`config.mk`:
```
export PLATFORM = sky130hd
export DESIGN_NAME = ram_arbiter_flat
export DESIGN_NICKNAME = d
export VERILOG_FILES = /design/src/rtl/ram_arb_pkg.sv /design/src/rtl/ram_arbiter_if.sv /design/src/rtl/ram_arbiter_rr_arb2.sv /design/src/rtl/ram_arbiter.sv /design/src/flat_wrapper.sv
export SDC_FILE = /design/constraint.sdc
export NUM_CORES = 1
export LEC_CHECK = 0
export CAP_MARGIN = 20
export CORE_MARGIN = 4
export CORE_UTILIZATION = 36
export CTS_BUF_LIST = sky130_fd_sc_hd__clkbuf_8
export CTS_CLUSTER_SIZE = 24
export DETAILED_ROUTE_END_ITERATION = 8
export GPL_TIMING_DRIVEN = 0
export HOLD_SLACK_MARGIN = 0.08
export PLACE_DENSITY = 0.77
export SYNTH_ARGS = -nofsm -noshare
export SYNTH_HDL_FRONTEND = slang
export SYNTH_SLANG_ARGS = --single-unit
```
`constraint.sdc`:
```
create_clock -name clk -period 1.3 [get_ports clk]
set_input_delay 0.195 -clock clk [delete_from_list [all_inputs] [get_ports clk]]
set_output_delay 0.195 -clock clk [all_outputs]
set_load 0.02 [all_outputs]
```
`src/rtl/ram_arb_pkg.sv`:
```
// Shared types and constants for the two-port scratch-RAM arbiter.
package ram_arb_pkg;

    localparam int DEF_ADDR_W = 4;
    localparam int DEF_DATA_W = 2;
    localparam int N_REQ      = 2;

    typedef enum logic [1:0] {
        IDLE,
        WR,
        RD_A,
        RD_D
    } state_t;

endpackage

```
`src/rtl/ram_arbiter_if.sv`:
```
// Requester-side valid/ready bus: two requesters packed side by side.
interface ram_arbiter_if
    import ram_arb_pkg::*;
#(
    parameter int ADDR_W = DEF_ADDR_W,
    parameter int DATA_W = DEF_DATA_W
);
    logic [N_REQ-1:0]        req_valid;
    logic [N_REQ-1:0]        req_ready;
    logic [N_REQ-1:0]        req_write;
    logic [N_REQ*ADDR_W-1:0] req_addr;
    logic [N_REQ*DATA_W-1:0] req_wdata;
    logic [N_REQ-1:0]        rsp_valid;
    logic [DATA_W-1:0]       rsp_rdata;

    modport slave (
        input  req_valid,
        input  req_write,
        input  req_addr,
        input  req_wdata,
        output req_ready,
        output rsp_valid,
        output rsp_rdata
    );

    modport master (
        output req_valid,
        output req_write,
        output req_addr,
        output req_wdata,
        input  req_ready,
        input  rsp_valid,
        input  rsp_rdata
    );
endinterface

```
`src/rtl/ram_arbiter_rr_arb2.sv`:
```
// Two-way round-robin pick: contention goes to the requester not granted last.
module rr_arb2 (
    input  logic [1:0] valid,
    input  logic       last,
    output logic [1:0] grant,
    output logic       sel
);
    always_comb begin
        sel   = 1'b0;
        grant = 2'b00;
        unique case (1'b1)
            (valid == 2'b11): sel = ~last;
            (valid == 2'b10): sel = 1'b1;
            default:          sel = 1'b0;
        endcase
        if (valid != 2'b00) begin
            grant = sel ? 2'b10 : 2'b01;
        end
    end
endmodule

```
`src/rtl/ram_arbiter.sv`:
```
// Arbitrates two requesters onto the scratch RAM and sequences we/oe timing.
module ram_arbiter
    import ram_arb_pkg::*;
#(
    parameter int ADDR_W = DEF_ADDR_W,
    parameter int DATA_W = DEF_DATA_W
) (
    input  logic              clk,
    input  logic              rst_n,
    ram_arbiter_if.slave      bus,
    output logic              ram_we,
    output logic              ram_oe,
    output logic [ADDR_W-1:0] ram_addr,
    output logic [DATA_W-1:0] ram_wdata,
    input  logic [DATA_W-1:0] ram_rdata
);
    state_t              r_state;
    state_t              w_next;
    logic [ADDR_W-1:0]   r_addr;
    logic [DATA_W-1:0]   r_wdata;
    logic [DATA_W-1:0]   r_rdata;
    logic                r_owner;
    logic                r_last;
    logic [N_REQ-1:0]    r_rsp_valid;
    logic [N_REQ-1:0]    w_grant;
    logic [N_REQ-1:0]    w_ready;
    logic                w_sel;
    logic                w_accept;
    logic                w_done;

    rr_arb2 u_arb (
        .valid (bus.req_valid),
        .last  (r_last),
        .grant (w_grant),
        .sel   (w_sel)
    );

    always_ff @(posedge clk or negedge rst_n) begin
        if (!rst_n) begin
            r_state <= IDLE;
        end else begin
            r_state <= w_next;
        end
    end

    always_comb begin
        w_next   = r_state;
        w_ready  = '0;
        w_accept = 1'b0;
        w_done   = 1'b0;
        ram_we   = 1'b0;
        ram_oe   = 1'b0;
        unique case (r_state)
            IDLE: begin
                w_ready  = rst_n ? w_grant : '0;
                w_accept = |w_grant;
                if (w_accept) begin
                    w_next = bus.req_write[w_sel] ? WR : RD_A;
                end
            end
            WR: begin
                ram_we = 1'b1;
                w_done = 1'b1;
                w_next = IDLE;
            end
            RD_A: begin
                ram_oe = 1'b1;
                w_next = RD_D;
            end
            RD_D: begin
                ram_oe = 1'b1;
                w_done = 1'b1;
                w_next = IDLE;
            end
            default: w_next = IDLE;
        endcase
    end

    // ram_rdata is only trusted in RD_D, where oe has covered the RAM's read edge
    always_ff @(posedge clk or negedge rst_n) begin
        if (!rst_n) begin
            r_addr      <= '0;
            r_wdata     <= '0;
            r_rdata     <= '0;
            r_owner     <= 1'b0;
            r_last      <= 1'b1;
            r_rsp_valid <= '0;
        end else begin
            r_rsp_valid <= '0;
            if (w_accept) begin
                r_addr  <= bus.req_addr[int'(w_sel)*ADDR_W +: ADDR_W];
                r_wdata <= bus.req_wdata[int'(w_sel)*DATA_W +: DATA_W];
                r_owner <= w_sel;
                r_last  <= w_sel;
            end
            if (w_done) begin
                r_rsp_valid <= N_REQ'(1) << r_owner;
            end
            if (r_state == RD_D) begin
                r_rdata <= ram_rdata;
            end
        end
    end

    assign bus.req_ready = w_ready;
    assign bus.rsp_valid = r_rsp_valid;
    assign bus.rsp_rdata = r_rdata;
    assign ram_addr      = r_addr;
    assign ram_wdata     = r_wdata;
endmodule

```
`src/flat_wrapper.sv`:
```
// flat-port wrapper written by rule: the top's interface ports become plain ports
module ram_arbiter_flat import ram_arb_pkg::*;
#(
    parameter int ADDR_W = DEF_ADDR_W,
    parameter int DATA_W = DEF_DATA_W
)
  (clk, rst_n, ram_we, ram_oe, ram_addr, ram_wdata, ram_rdata, bus_req_valid, bus_req_write, bus_req_addr, bus_req_wdata, bus_req_ready, bus_rsp_valid, bus_rsp_rdata);
  ram_arbiter_if #(.ADDR_W(ADDR_W), .DATA_W(DATA_W)) bus_i ();
  input  logic clk;
  input  logic rst_n;
  output logic ram_we;
  output logic ram_oe;
  output logic [ADDR_W-1:0] ram_addr;
  output logic [DATA_W-1:0] ram_wdata;
  input  logic [DATA_W-1:0] ram_rdata;
  input wire logic [$bits(bus_i.req_valid)-1:0] bus_req_valid;
  input wire logic [$bits(bus_i.req_write)-1:0] bus_req_write;
  input wire logic [$bits(bus_i.req_addr)-1:0] bus_req_addr;
  input wire logic [$bits(bus_i.req_wdata)-1:0] bus_req_wdata;
  output wire logic [$bits(bus_i.req_ready)-1:0] bus_req_ready;
  output wire logic [$bits(bus_i.rsp_valid)-1:0] bus_rsp_valid;
  output wire logic [$bits(bus_i.rsp_rdata)-1:0] bus_rsp_rdata;
  assign bus_i.req_valid = bus_req_valid;
  assign bus_i.req_write = bus_req_write;
  assign bus_i.req_addr = bus_req_addr;
  assign bus_i.req_wdata = bus_req_wdata;
  assign bus_req_ready = bus_i.req_ready;
  assign bus_rsp_valid = bus_i.rsp_valid;
  assign bus_rsp_rdata = bus_i.rsp_rdata;
  ram_arbiter #(.ADDR_W(ADDR_W), .DATA_W(DATA_W)) u_core (.clk(clk), .rst_n(rst_n), .bus(bus_i), .ram_we(ram_we), .ram_oe(ram_oe), .ram_addr(ram_addr), .ram_wdata(ram_wdata), .ram_rdata(ram_rdata));
endmodule
```
==> results of run 1 <==
-- cell usage after synthesis --
master and count:
a31oi_1 1, mux2_1 2, a21oi_1 1, buf_6 1, o2bb2ai_1 1, clkbuf_1 2, o21ai_1 2, o21ai_0 11
mux2i_1 6, or2_0 1, mux2_4 1, nor2_1 5, dfrtp_1 13, nor2b_1 2, a21bo_1 2, nand2b_1 1
and2_1 1, o31ai_2 1, nand2_1 3, dfstp_2 1
-- report_power, final --
| part | switching [mW] | leakage, nW | total [mW] | internal (mW) |
|---|---|---|---|---|
| sequential | 0.142 | 0.168 | 0.809 | 0.668 |
| combinational | 0.701 | 0.374 | 1.38 | 0.684 |
| clock | 0.160 | 0.0269 | 0.369 | 0.209 |
-- per-layer routing --
| metal | global-route usage, % | part of all wire [%] |
|---|---|---|
| met1 | 20.5 | 43 |
| met2 | 26.1 | 49 |
| met5 | 0 | 0 |
| met4 | 6.73 | 1.6 |
| met3 | 2.97 | 6.8 |
-- stage by stage --
| step | setup slack [ns] | TNS [ns] |
|---|---|---|
| detailed placement | -0.912 | -4.11 |
| floorplan | -0.0492 | -0.0685 |
| global route | -0.199 | -1.57 |
| CTS | -0.182 | -1.19 |
| global placement | -0.885 | -3.65 |
| finish | -0.174 | -1.09 |
-- logic make-up after synthesis --
logic type / Yosys count / share of synthesized area [%]
DFF: 14 / 54.4
buffers and inverters: 3 / 2.90
AOI/OAI and AO/OA: 19 / 18.2
and+or+nand+nor: 13 / 9.48
muxes: 9 / 15.1
-- flip-flops by register name, indices dropped and copies added (netlist names) --
| register | flops |
|---|---|
| u_core.bus.rsp_rdata | 2 |
| u_core.r_owner | 1 |
| u_core.r_last | 1 |
| u_core.ram_wdata | 2 |
| u_core.ram_addr | 4 |
| u_core.r_state | 2 |
| u_core.bus.rsp_valid | 2 |
-- how the worst max path moves through the flow --
stage	start	end	slack [ns]	cells after the start
floorplan	u_core.r_last$_DFFE_PN1P_	u_core.r_state[0]$_DFFE_PN0P_	-0.05	4
global placement	rst_n	bus_req_ready[0]	-0.89	4
detailed placement	rst_n	bus_req_ready[0]	-0.91	4
CTS	u_core.r_last$_DFFE_PN1P_	u_core.r_state[0]$_DFFE_PN0P_	-0.18	5
global route	u_core.r_last$_DFFE_PN1P_	u_core.r_state[0]$_DFFE_PN0P_	-0.20	5
finish	u_core.r_last$_DFFE_PN1P_	u_core.r_state[0]$_DFFE_PN0P_	-0.17	5
-- repair_timing --
| action | CTS | global route |
|---|---|---|
| resized for setup | 44 | 19 |
| pin swaps | 4 | 2 |
| setup buffers | 8 | 2 |
| setup endpoints to repair | 16 | 14 |
| endpoints found under the hold margin | 13 | 0 |
| hold buffers | 2 | 0 |
-- layout make-up --
| type | instances | area, µm² | area share [%] |
|---|---|---|---|
| timing repair buffer | 45 | 412 | 34.4 |
| tap | 25 | 31.3 | 2.62 |
| sequential | 14 | 354 | 29.6 |
| buffer | 3 | 22.5 | 1.88 |
| multi-input combinational | 41 | 332 | 27.7 |
| clock inverter | 1 | 3.75 | 0.314 |
| clock buffer | 3 | 41.3 | 3.45 |
==> impl_metrics.json, run 1 <==
{
  "hold_path_depth": 2,
  "hold_start": "bus_req_valid[0]",
  "ys_top_cells_by_area": "dfrtp_1 50%, mux2i_1 9.3%, o21ai_0 8.5%, dfstp_2 4.1%, mux2_1 3.5%",
  "ios": 34,
  "r2r_slack_ns": -0.17,
  "fin_cells": 132,
  "finalSetupViolations": 10,
  "drtIter0Drc": 3,
  "ys.warnings.count": 0,
  "drcViolationCount": 0,
  "clock_skew_ns": 0.00614,
  "worst_slack_ns": -0.174,
  "antenna_found_initial": 0,
  "worstPathRequired_ns": 1.44,
  "worstSetupStartpointType": "flip-flop",
  "htreeDepth": 1,
  "slowest_stage": "dfstp_2",
  "drt_wl_total_um": 1840,
  "syn_to_final_growth_pct": 84.9,
  "nFillCells": 140,
  "rr_worst_depth": 5,
  "drt-pass1-iter-count": 4,
  "synth_nets": 78,
  "violations": "setup timing",
  "grt_start_max_net_pins": 14,
  "vias": 621,
  "path_clk_slew_ns": 0.06,
  "die_y_um": 50.4,
  "powerDensity_nw_per_um2": 2140,
  "maxSlewHeadroom_pct": 59.3,
  "clockRootBuffer": "clkbuf_8",
  "drive_gt1_share_pct": 31.8,
  "gp_congestion": 0.664,
  "clk-insertion-delay-late_ns": 0.25,
  "critPathTopFamily": "flip-flops",
  "rows": 15,
  "vdd_drop_max_mv": 1.06,
  "die-area_um2": 2540,
  "synth_top_area_share_pct": 50.3,
  "rsz0062_at_grt": "yes",
  "cts_tree": "done",
  "viasPerCell": 4.70,
  "clock_sinks": 14,
  "cts_buffers": 3,
  "hp-class": "primary input to flip-flop",
  "postSynthAreaPerCell_um2": 11.2,
  "synthDistinctLibCells": 20,
  "coreArea_um2": 1710,
  "crit_fanout": 4,
  "critPathBufInv": 2,
  "crit_path_end_kind": "flip-flop",
  "critPathArrivalTime_ns": 1.61,
  "grt_use_total_pct": 15.9,
  "placedCellCount": 116,
  "fin_crit_ns": 1.47,
  "cap_violations": 0,
  "tightest_slew_ns": 0.609,
  "max_clock_freq_mhz": 678,
  "numPortBuffers": 33,
  "layout_commonest_cell": "clkdlybuf4s50_1",
  "r2r_start": "u_core.r_last$_DFFE_PN1P_",
  "power_mw": 2.56,
  "clockBufferDepth": 2,
  "antenna_cells": 0,
  "grt_pass1_wl_um": 2970,
  "post-route-period-util_pct": 113,
  "yosys.area.top_type": "dfrtp_1",
  "whs_ns": 0.366,
  "design_area_um2": 1200,
  "netlist_instances": 58,
  "final_core_util_pct": 70.0,
  "min_to": "u_core.r_last$_DFFE_PN1P_",
  "synth_area_um2": 647,
  "hold_viol": 0,
  "status": "finished, violations left",
  "reg2reg_to": "u_core.r_state[0]$_DFFE_PN0P_",
  "critical-path-max-stage-delay_ns": 0.53,
  "die_w_um": 50.4,
  "drt.antenna.violating_nets": 0,
  "dp_hpwl_um": 1160,
  "maxSlewViolCount": 0,
  "grt_pass1_vias": 634,
  "place_area_um2": 1010,
  "yosysSeqAreaShare_pct": 54.4,
  "layout_common_cells": "16 x clkdlybuf4s50_1, 12 x dlygate4sd2_1, 11 x dfrtp_1",
  "synth_seq_cells": 14,
  "grt-ovfl-total": 0,
  "start_util_pct": 37.9,
  "detail_route.wl_per_cell_um": 13.9,
  "crit_chain": "a21bo_1 > buf_6 > buf_6 > mux2_4 > a21bo_1",
  "fin_nets": 128,
  "timing_worst_setup_path_type": "flip-flop to flip-flop",
  "power.leakage_nw": 0.570
}
Power figures use the tool's default switching activity.
==> run 2, diff against run 1 <==
--- a/config.mk
+++ b/config.mk
@@ -14,6 +14,7 @@
 export GPL_TIMING_DRIVEN = 0
 export HOLD_SLACK_MARGIN = 0.08
 export PLACE_DENSITY = 0.77
+export SKIP_CTS_REPAIR_TIMING = 1
 export SYNTH_ARGS = -nofsm -noshare
 export SYNTH_HDL_FRONTEND = slang
 export SYNTH_SLANG_ARGS = --single-unit
==> constraint.sdc (replaced) <==
create_clock -name clk -period 1.3 [get_ports clk]
set_input_delay 0.26 -clock clk [delete_from_list [all_inputs] [get_ports clk]]
set_output_delay 0.26 -clock clk [all_outputs]
set_load 0.02 [all_outputs]
==> impl_metrics.json, run 2 (synthesized netlist as in run 1, its figures left out) <==
{
  "clock_skew_ns": 0.00193,
  "worst_slack_ns": -0.255,
  "r2r_start": "u_core.r_last$_DFFE_PN1P_",
  "rr_worst_depth": 5,
  "drt_wl_total_um": 1750,
  "maxSlewViolCount": 0,
  "viasPerCell": 4.80,
  "die_y_um": 50.4,
  "drt-pass1-iter-count": 4,
  "worstPathRequired_ns": 1.04,
  "min_to": "u_core.r_last$_DFFE_PN1P_",
  "cts_tree": "done",
  "layout_commonest_cell": "clkdlybuf4s50_1",
  "place_area_um2": 1020,
  "coreArea_um2": 1710,
  "htreeDepth": 1,
  "clockBufferDepth": 2,
  "worstSetupStartpointType": "flip-flop",
  "multi_input_area_um2": 305,
  "die_w_um": 50.4,
  "antenna_cells": 0,
  "maxSlewHeadroom_pct": 58.7,
  "largest_register_ff_count": 4,
  "numPortBuffers": 33,
  "detail_route.wl_per_cell_um": 13.4,
  "drcViolationCount": 0,
  "rsz0062_at_grt": "yes",
  "fin_crit_ns": 1.56,
  "drt.antenna.violating_nets": 0,
  "hold_start": "bus_req_valid[0]",
  "r2r_slack_ns": -0.18,
  "grt-ovfl-total": 0,
  "hp-class": "primary input to flip-flop",
  "drtIter0Drc": 8,
  "finalSetupViolations": 8,
  "grt_use_total_pct": 13.5,
  "dp_slack_ns": -1.13,
  "powerDensity_nw_per_um2": 2190,
  "fin_nets": 127,
  "gp_congestion": 0.696,
  "clockRootBuffer": "clkbuf_8",
  "cts_buffers": 3,
  "status": "finished, violations left",
  "cap_violations": 0,
  "timing_worst_setup_path_type": "flip-flop to output pin",
  "tightest_slew_ns": 0.618,
  "rows": 15,
  "grt_pass1_wl_um": 2680,
  "final-seq-area_um2": 354,
  "ios": 34,
  "path_clk_slew_ns": 0.06,
  "critPathArrivalTime_ns": 1.30,
  "crit_path_end_kind": "output pin",
  "die-area_um2": 2540,
  "placedCellCount": 116,
  "reg2reg_to": "u_core.r_state[0]$_DFFE_PN0P_",
  "fin_cells": 131,
  "crit_fanout": 4,
  "vias": 629,
  "clk-insertion-delay-late_ns": 0.24,
  "nFillCells": 114,
  "syn_to_final_growth_pct": 88.6,
  "final_core_util_pct": 71.4,
  "dp_hpwl_um": 1140,
  "drive_gt1_share_pct": 28.3,
  "post-route-period-util_pct": 120,
  "layout_common_cells": "16 x clkdlybuf4s50_1, 12 x dlymetal6s2s_1, 11 x dfrtp_1",
  "power.leakage_nw": 0.670,
  "start_util_pct": 37.9,
  "max_clock_freq_mhz": 643,
  "antenna_found_initial": 0,
  "design_area_um2": 1220,
  "hold_viol": 0,
  "grt_pass1_vias": 583,
  "clock_sinks": 14,
  "violations": "setup timing",
  "vdd_drop_max_mv": 1.10,
  "whs_ns": 0.294,
  "grt_start_max_net_pins": 17,
  "hold_path_depth": 2
}
run 2: worst max-delay path: stages, from the launching register on:
cell and delay (ns):
dfstp_2 0.53, a21bo_1 0.11, buf_6 0.11, nand2_1 0.08, nor2_4 0.10, buf_6 0.12
run 2: power by group:
part	internal, mW	switching, mW
Combinational	0.764	0.690
Clock	0.268	0.146
Sequential	0.668	0.138
run 2: final cells by class:
type                    instances  share of cell area, %
plain buffers                   2                   1.23
repair buffers                 45                   37.6
well taps                      25                   2.56
clock buffers                   4                   4.51
flip-flops and latches         14                   29.0
multi-input cells              41                   25.0
run 2: stage by stage:
stage	setup TNS, ns	total power, mW
floorplan	-0.0685	1.44
global placement	-5.20	1.97
detailed placement	-5.46	2.00
CTS	-5.18	2.42
global route	-1.34	2.84
finish	-0.884	2.67
run 2: layer usage:
layer,track usage [%],up-vias,share of wire [%]
li1,-,299,-
met2,22.6,28,50
met1,16.8,302,42
met5,0,-,0
met3,4.75,0,8.1
met4,2.69,0,0
run 2: worst max-delay path by stage:
stage,start,to,depth (start not counted)
2_1_floorplan,u_core.r_last$_DFFE_PN1P_,u_core.r_state[0]$_DFFE_PN0P_,4
3_3_place_gp,rst_n,bus_req_ready[0],4
5_1_grt,u_core.r_last$_DFFE_PN1P_,bus_req_ready[0],5
6_report,u_core.r_last$_DFFE_PN1P_,bus_req_ready[0],5
4_1_cts,rst_n,bus_req_ready[0],4
3_5_place_dp,rst_n,bus_req_ready[0],4
==> run 3, diff against run 2 <==
--- a/config.mk
+++ b/config.mk
@@ -15,6 +15,7 @@
 export HOLD_SLACK_MARGIN = 0.08
 export PLACE_DENSITY = 0.77
 export SKIP_CTS_REPAIR_TIMING = 1
+export SLEW_MARGIN = 15
 export SYNTH_ARGS = -nofsm -noshare
 export SYNTH_HDL_FRONTEND = slang
 export SYNTH_SLANG_ARGS = --single-unit
==> results of run 3 <==
The final DEF is identical to that of run 2; final timing and power are the same.
